`src/rtl/ddr3_traffic_gen.sv`:
```
// ddr3_traffic_gen: write/read-back traffic generator for a DDR3 command FIFO.
// Writes NUM_BURSTS bursts of BURST_LEN pattern beats, reads them back and counts
// the mismatching beats.
//
// Build option:
//   TGEN_PRBS_EN  when defined, the pattern comes from a 32-bit LFSR.
//                 When undefined, the pattern is the global beat counter.
//
// Ports:
//   clk_25MHz, rstn          clock; asynchronous active-low reset
//   start, calib_complete    run request pulse; DDR3 calibration done
//   fifo_cmd_*               command/write-data channel (valid/ready)
//   fifo_rsp_*               read-data channel (valid/ready)
//   busy, done, pass         run status
//   aborted                  run ended because calibration was lost
//   err_cnt, err_addr        mismatching beats; address of the first failing burst
module ddr3_traffic_gen #(
  parameter int unsigned ADDR_WIDTH  = 27,
  parameter int unsigned DATA_WIDTH  = 128,
  parameter int unsigned MASK_WIDTH  = 16,
  parameter int unsigned BRST_WIDTH  = 6,
  parameter int unsigned BURST_LEN   = 8,
  parameter int unsigned NUM_BURSTS  = 4,
  parameter int unsigned BASE_ADDR   = 0,
  parameter int unsigned ADDR_STRIDE = 64
) (
  input  logic                  clk_25MHz,
  input  logic                  rstn,
  input  logic                  start,
  input  logic                  calib_complete,
  output logic                  fifo_cmd_valid,
  input  logic                  fifo_cmd_ready,
  output logic [1:0]            fifo_cmd_type,
  output logic [ADDR_WIDTH-1:0] fifo_cmd_addr,
  output logic [BRST_WIDTH-1:0] fifo_cmd_burst_cnt,
  output logic [DATA_WIDTH-1:0] fifo_cmd_wt_data,
  output logic [MASK_WIDTH-1:0] fifo_cmd_wt_mask,
  input  logic                  fifo_rsp_valid,
  output logic                  fifo_rsp_ready,
  input  logic [DATA_WIDTH-1:0] fifo_rsp_data,
  output logic                  busy,
  output logic                  done,
  output logic                  pass,
  output logic                  aborted,
  output logic [15:0]           err_cnt,
  output logic [ADDR_WIDTH-1:0] err_addr
);

  localparam int unsigned REP    = DATA_WIDTH / 32;
  localparam int unsigned BEAT_W = BRST_WIDTH + 1;
  localparam int unsigned BIDX_W = (NUM_BURSTS > 1) ? $clog2(NUM_BURSTS) : 1;

  localparam logic [1:0] CMD_IDLE  = 2'd0;
  localparam logic [1:0] CMD_DATA  = 2'd1;
  localparam logic [1:0] CMD_WRITE = 2'd2;
  localparam logic [1:0] CMD_READ  = 2'd3;

`ifdef TGEN_PRBS_EN
  localparam logic [31:0] PAT_SEED = 32'hACE1_0001;
`else
  localparam logic [31:0] PAT_SEED = 32'h0000_0000;
`endif

  typedef enum logic [2:0] {
    ST_IDLE, ST_WAIT_CAL, ST_WR_HDR, ST_WR_DATA, ST_RD_HDR, ST_RD_DATA, ST_DONE
  } state_t;

  state_t                state_q, state_d;
  logic [BIDX_W-1:0]     burst_q, burst_d;
  logic [BEAT_W-1:0]     beat_q, beat_d;
  logic [31:0]           pat_q, pat_d;
  logic [15:0]           err_cnt_q, err_cnt_d;
  logic [ADDR_WIDTH-1:0] err_addr_q, err_addr_d;
  logic                  busy_q, busy_d;
  logic                  done_q, done_d;
  logic                  pass_q, pass_d;
  logic                  aborted_q, aborted_d;
  logic                  cmd_valid_q, cmd_valid_d;
  logic [1:0]            cmd_type_q, cmd_type_d;
  logic [ADDR_WIDTH-1:0] cmd_addr_q, cmd_addr_d;
  logic [BRST_WIDTH-1:0] cmd_bcnt_q, cmd_bcnt_d;
  logic [DATA_WIDTH-1:0] cmd_data_q, cmd_data_d;
  logic                  rsp_ready_q, rsp_ready_d;

  logic cmd_fire, rsp_fire, last_beat, last_burst, mismatch, cal_lost;

  // Next pattern word: LFSR x^32+x^22+x^2+x+1, or plain counter
  function automatic logic [31:0] pat_next(input logic [31:0] p);
`ifdef TGEN_PRBS_EN
    return {p[30:0], p[31] ^ p[21] ^ p[1] ^ p[0]};
`else
    return p + 32'd1;
`endif
  endfunction

  // Burst address, computed wide then truncated to the FIFO address width
  function automatic logic [ADDR_WIDTH-1:0] burst_addr(input logic [BIDX_W-1:0] idx);
    logic [63:0] a;
    a = 64'(BASE_ADDR) + 64'(idx) * 64'(ADDR_STRIDE);
    return ADDR_WIDTH'(a);
  endfunction

  assign cmd_fire   = cmd_valid_q && fifo_cmd_ready;
  assign rsp_fire   = fifo_rsp_valid && rsp_ready_q;
  assign last_beat  = (beat_q == BEAT_W'(BURST_LEN - 1));
  assign last_burst = (burst_q == BIDX_W'(NUM_BURSTS - 1));
  assign mismatch   = (fifo_rsp_data != {REP{pat_q}});
  // Calibration loss only matters once traffic has started
  assign cal_lost   = !calib_complete &&
                      (state_q inside {ST_WR_HDR, ST_WR_DATA, ST_RD_HDR, ST_RD_DATA});

  // Next-state, datapath and registered-output decode
  always_comb begin
    state_d    = state_q;
    burst_d    = burst_q;
    beat_d     = beat_q;
    pat_d      = pat_q;
    err_cnt_d  = err_cnt_q;
    err_addr_d = err_addr_q;
    busy_d     = busy_q;
    done_d     = done_q;
    pass_d     = pass_q;
    aborted_d  = aborted_q;

    case (state_q)
      ST_IDLE, ST_DONE: begin
        if (start) begin
          state_d    = ST_WAIT_CAL;
          burst_d    = '0;
          beat_d     = '0;
          pat_d      = PAT_SEED;
          err_cnt_d  = '0;
          err_addr_d = '0;
          busy_d     = 1'b1;
          done_d     = 1'b0;
          pass_d     = 1'b0;
          aborted_d  = 1'b0;
        end
      end
      ST_WAIT_CAL: begin
        if (calib_complete) state_d = ST_WR_HDR;
      end
      ST_WR_HDR: begin
        if (cmd_fire) begin
          state_d = ST_WR_DATA;
          beat_d  = '0;
        end
      end
      ST_WR_DATA: begin
        if (cmd_fire) begin
          pat_d = pat_next(pat_q);
          if (last_beat) begin
            beat_d = '0;
            if (last_burst) begin
              // Read phase replays the sequence from the seed
              state_d = ST_RD_HDR;
              burst_d = '0;
              pat_d   = PAT_SEED;
            end else begin
              state_d = ST_WR_HDR;
              burst_d = burst_q + BIDX_W'(1);
            end
          end else begin
            beat_d = beat_q + BEAT_W'(1);
          end
        end
      end
      ST_RD_HDR: begin
        if (cmd_fire) begin
          state_d = ST_RD_DATA;
          beat_d  = '0;
        end
      end
      ST_RD_DATA: begin
        if (rsp_fire) begin
          if (mismatch) begin
            if (err_cnt_q != 16'hFFFF) err_cnt_d = err_cnt_q + 16'd1;
            if (err_cnt_q == 16'd0)    err_addr_d = burst_addr(burst_q);
          end
          pat_d = pat_next(pat_q);
          if (last_beat) begin
            beat_d = '0;
            if (last_burst) begin
              state_d = ST_DONE;
              done_d  = 1'b1;
              busy_d  = 1'b0;
              pass_d  = (err_cnt_q == 16'd0) && !mismatch;
            end else begin
              state_d = ST_RD_HDR;
              burst_d = burst_q + BIDX_W'(1);
            end
          end else begin
            beat_d = beat_q + BEAT_W'(1);
          end
        end
      end
      default: state_d = ST_IDLE;
    endcase

    if (cal_lost) begin
      state_d   = ST_DONE;
      done_d    = 1'b1;
      busy_d    = 1'b0;
      pass_d    = 1'b0;
      aborted_d = 1'b1;
    end

    // Channel outputs follow the state being entered, so they register cleanly
    cmd_valid_d = (state_d inside {ST_WR_HDR, ST_WR_DATA, ST_RD_HDR});
    cmd_type_d  = CMD_IDLE;
    cmd_addr_d  = '0;
    cmd_bcnt_d  = '0;
    cmd_data_d  = '0;
    rsp_ready_d = (state_d == ST_RD_DATA);
    case (state_d)
      ST_WR_HDR: begin
        cmd_type_d = CMD_WRITE;
        cmd_addr_d = burst_addr(burst_d);
        cmd_bcnt_d = BRST_WIDTH'(BURST_LEN - 1);
      end
      ST_WR_DATA: begin
        cmd_type_d = CMD_DATA;
        cmd_data_d = {REP{pat_d}};
      end
      ST_RD_HDR: begin
        cmd_type_d = CMD_READ;
        cmd_addr_d = burst_addr(burst_d);
        cmd_bcnt_d = BRST_WIDTH'(BURST_LEN - 1);
      end
      default: cmd_type_d = CMD_IDLE;
    endcase
  end

  // State and output registers
  always_ff @(posedge clk_25MHz or negedge rstn) begin
    if (!rstn) begin
      state_q     <= ST_IDLE;
      burst_q     <= '0;
      beat_q      <= '0;
      pat_q       <= '0;
      err_cnt_q   <= '0;
      err_addr_q  <= '0;
      busy_q      <= 1'b0;
      done_q      <= 1'b0;
      pass_q      <= 1'b0;
      aborted_q   <= 1'b0;
      cmd_valid_q <= 1'b0;
      cmd_type_q  <= CMD_IDLE;
      cmd_addr_q  <= '0;
      cmd_bcnt_q  <= '0;
      cmd_data_q  <= '0;
      rsp_ready_q <= 1'b0;
    end else begin
      state_q     <= state_d;
      burst_q     <= burst_d;
      beat_q      <= beat_d;
      pat_q       <= pat_d;
      err_cnt_q   <= err_cnt_d;
      err_addr_q  <= err_addr_d;
      busy_q      <= busy_d;
      done_q      <= done_d;
      pass_q      <= pass_d;
      aborted_q   <= aborted_d;
      cmd_valid_q <= cmd_valid_d;
      cmd_type_q  <= cmd_type_d;
      cmd_addr_q  <= cmd_addr_d;
      cmd_bcnt_q  <= cmd_bcnt_d;
      cmd_data_q  <= cmd_data_d;
      rsp_ready_q <= rsp_ready_d;
    end
  end

  assign fifo_cmd_valid     = cmd_valid_q;
  assign fifo_cmd_type      = cmd_type_q;
  assign fifo_cmd_addr      = cmd_addr_q;
  assign fifo_cmd_burst_cnt = cmd_bcnt_q;
  assign fifo_cmd_wt_data   = cmd_data_q;
  assign fifo_cmd_wt_mask   = '0;
  assign fifo_rsp_ready     = rsp_ready_q;
  assign busy               = busy_q;
  assign done               = done_q;
  assign pass               = pass_q;
  assign aborted            = aborted_q;
  assign err_cnt            = err_cnt_q;
  assign err_addr           = err_addr_q;

endmodule
```
`config.mk`:
```
export PLATFORM = sky130hd
export DESIGN_NAME = ddr3_traffic_gen
export DESIGN_NICKNAME = d
export VERILOG_FILES = /design/src/rtl/ddr3_traffic_gen.sv
export SDC_FILE = /design/constraint.sdc
export NUM_CORES = 1
export LEC_CHECK = 0
export BUFFER_PORTS_ARGS = -buffer_cell sky130_fd_sc_hd__buf_2
export CAP_MARGIN = 10
export CORE_AREA = 2 2 141 143
export CTS_CLUSTER_SIZE = 25
export DETAILED_ROUTE_END_ITERATION = 10
export DIE_AREA = 0 0 143 145
export PLACE_DENSITY = 0.73
export SYNTH_ARGS = -nofsm -noshare
export SYNTH_HDL_FRONTEND = slang
export SYNTH_SLANG_ARGS = --single-unit
```
`constraint.sdc`:
```
create_clock -name clk_25MHz -period 2.7 [get_ports clk_25MHz]
set_input_delay 0.54 -clock clk_25MHz [delete_from_list [all_inputs] [get_ports clk_25MHz]]
set_output_delay 0.54 -clock clk_25MHz [all_outputs]
set_load 0.02 [all_outputs]
```
==> reports/results.ini <==
[worst_setup_path]
start_kind=flop
max_stage_delay_ns=0.61
slowest_stage=or4_2
cp-end-kind=flop
crit_path_cell_trace=buf_4 > and3_1 > o22ai_1 > nor4_2 > buf_4 > nand4_1 > nor4_4 > buf_4 > buf_12 > or4_2 > a21oi_1
cp.arrival_ns=2.89
path_buf_inv=4
critPathTopFamily=simple AND/OR/NAND/NOR gates
critPathMaxFanout=17
critPathMostFrequentCell=buf_4
crit_required_ns=2.98
path_class=reg2reg

[cells_and_area]
syn_to_final_growth_pct=20.1
utilization_pct=51.4
nets=1364
design_area_sq_um=9870
drive_above_1_share_pct=36.5

[logic_synthesis]
syn-instance-count=984
synth_mux_area_share_pct=0.381
synth.most_common_cell=buf_4
yosys.cell_types.count=69
synth_flop_cell=dfrtp_1
synth.cells.most_frequent=buf_4 (168), dfrtp_1 (105), nand2_1 (70)
synth-simple-area-share_pct=23.6
synth_edf_count=0
synth_top_family_by_area=simple AND/OR/NAND/NOR gates
yosysWarnings=0
avgSynthCellArea_sq_um=8.35
seq_area_frac_synth_pct=32.0
synth-xor-area-share_pct=7.55
ys_ff_latch=105
synth_top_area_share_pct=32.0
async_reset_ff_share_pct=100
synthAdderAreaFrac_pct=1.07
synth-compound-area-share_pct=15.5
yosysTopAreaCell=dfrtp_1
synthTopCellsByArea=dfrtp_1 (32%), buf_4 (15%), xnor2_1 (4.4%)
netlist_area_sq_um=8220

[global_routing]
grt_use_met1_pct=32.7
grt-busiest-layer=met2
use_met3_pct=4.65
gr-total-overflow=0
grt_usage_pct=26.1
grt_pass1_wl_mm=41.6
grt_max_degree=106
antenna_found_initial=7
grt_pass1_vias=7483
use_met2_pct=43.9

[floorplan]
rows=51
fp.dieW_um=143
ioPinCount=362
dieArea_sq_um=20700
start_util_pct=42.8
fp.coreArea_sq_um=19200
dieHeight_um=145

[sta]
timing.fmax_mhz=384
setup_slack_ns=0.0943
worst_slew_pin_slew_ns=0.559
hold-worst-slack_ns=0.232
fin_crit_ns=2.61
period_share_pct=96.5
maxSlewViolCount=0
relSlewSlack_pct=62.8
finClkSkew_ns=0.0164
setup_viol=0
finalHoldViolCount=0

[power_and_ir_drop]
switching_share_pct=41.3
p_clk_share_pct=23.8
p_seq_share_pct=30.8
leakage_nw=5.03
comb_power_share_pct=45.5
p_int_mw=3.41
power_mw=5.81
irDropWorstVdd_uv=477
p_switching_mw=2.40
p_per_area_nw_per_um2=589

[detailed_routing]
drt_pass1_iterations=5
num_vias=7908
routed_wl_mm=27.8
routed_via_density=5.28
drtIter0Drc=614
detail-route-antenna-nets=0
routedWlPerCell_um=18.6
drc=0

[placed_design]
hpwl_mm=22.4
gp_congestion=0.925
place_ws_ns=-0.290
place_area_sq_um=9390
io_buffers=292

[clock_network]
root_buffer=clkbuf_16
insertion_delay_ns=0.36
cts_tree=done
htreeDepth=3
hold_buffers=0
cts.sinks=105
clock_path_buffers=2
clk_pin_slew_ns=0.08
cts_buffers=9

[status]
outcome=finished, final reports clean

[min_path]
hp-class=in2async

[flow_run]
maxCapViolations=0

power by group through the flow:
| stage | logic, mW | registers (mW) | clock network [mW] |
|---|---|---|---|
| after floorplan | 1.56 | 1.84 | 0 |
| after global placement | 2.56 | 1.80 | 0 |
| after detailed placement | 2.58 | 1.81 | 0 |
| after CTS | 2.60 | 1.78 | 1.41 |
| after global routing | 2.89 | 1.80 | 1.48 |
| final | 2.64 | 1.79 | 1.38 |
worst register-to-register path, cell delays in order, from the launching register on:
cell	delay [ns]
dfrtp_1	0.41
buf_4	0.19
and3_1	0.16
o22ai_1	0.24
nor4_2	0.07
buf_4	0.15
nand4_1	0.16
nor4_4	0.08
buf_4	0.14
buf_12	0.14
or4_2	0.62
a21oi_1	0.18
sequential cells by signal (all words and copies together), names as in the netlist, 2 cells and up:
name / count
burst_q: 2
pat_q: 32
beat_q: 7
state_q: 3
fifo_cmd_addr: 2
fifo_cmd_wt_data: 32
err_cnt: 16
err_addr: 2
fifo_cmd_type: 2
routing by layer:
layer,part of all wire [%],wire (um),vias up
met1,39,10900,3783
li1,-,-,3716
met2,50,13800,353
met3,7.6,2120,54
met5,0.040,11,-
met4,3.5,971,2
cells by family after synthesis:
| group | Yosys count |
|---|---|
| other cells | 1 |
| compound gates | 198 |
| xor+xnor | 70 |
| flops | 105 |
| fa+ha+maj | 7 |
| mux | 3 |
| buf+inv | 247 |
| simple gates | 353 |
cells in the final DEF (no fill, tap or decap), types with 35 or more instances in the layout:
master | synthesis | final
conb_1 | 1 | 69
nor2_1 | 42 | 42
dfrtp_1 | 105 | 101
nand3_1 | 37 | 36
buf_2 | 12 | 291
buf_4 | 168 | 90
and2_1 | 38 | 38
a21oi_1 | 35 | 35
xnor2_1 | 41 | 40
nand2_1 | 70 | 69
o21ai_0 | 62 | 61
worst paths after layout:
| kind | start | endpoint | slack, ns | cells after the start |
|---|---|---|---|---|
| max reg2reg | pat_q[16] | err_cnt[7] | 0.09 | 11 |
| max in group asynchronous | rstn | pat_q[0] | 2.00 | 2 |
| min | rstn | err_cnt[5] | 0.23 | 2 |
| min in group clk_25MHz | calib_complete | state_q[2] | 0.44 | 2 |
| min reg2reg | aborted | aborted | 0.49 | 1 |
| max | pat_q[16] | err_cnt[7] | 0.09 | 11 |
final cells by class:
type	instances	area (sq um)
fillers	1861	9340
inverters	23	86.3
clock buffers	9	225
flip-flops and latches	105	2630
diodes	6	15.0
clock inverters	7	87.6
repair buffers	384	2200
well taps	265	332
multi-input cells	700	4290
metrics by stage:
stage | setup TNS (ns) | instances
floorplan | 0 | 1052
global placement | -3.91 | 1471
detailed placement | -4.57 | 1471
CTS | 0 | 1487
global route | -0.00340 | 1497
finish | 0 | 1499
repair_timing:
action,in CTS,in global routing
gates cloned,0,1
endpoints found under the hold margin,0,0
buffers inserted,0,5
endpoints found under the setup margin,18,50
pin swaps,0,3
resized for setup,1,18
No activity file was read; power rests on OpenSTA's default activity.
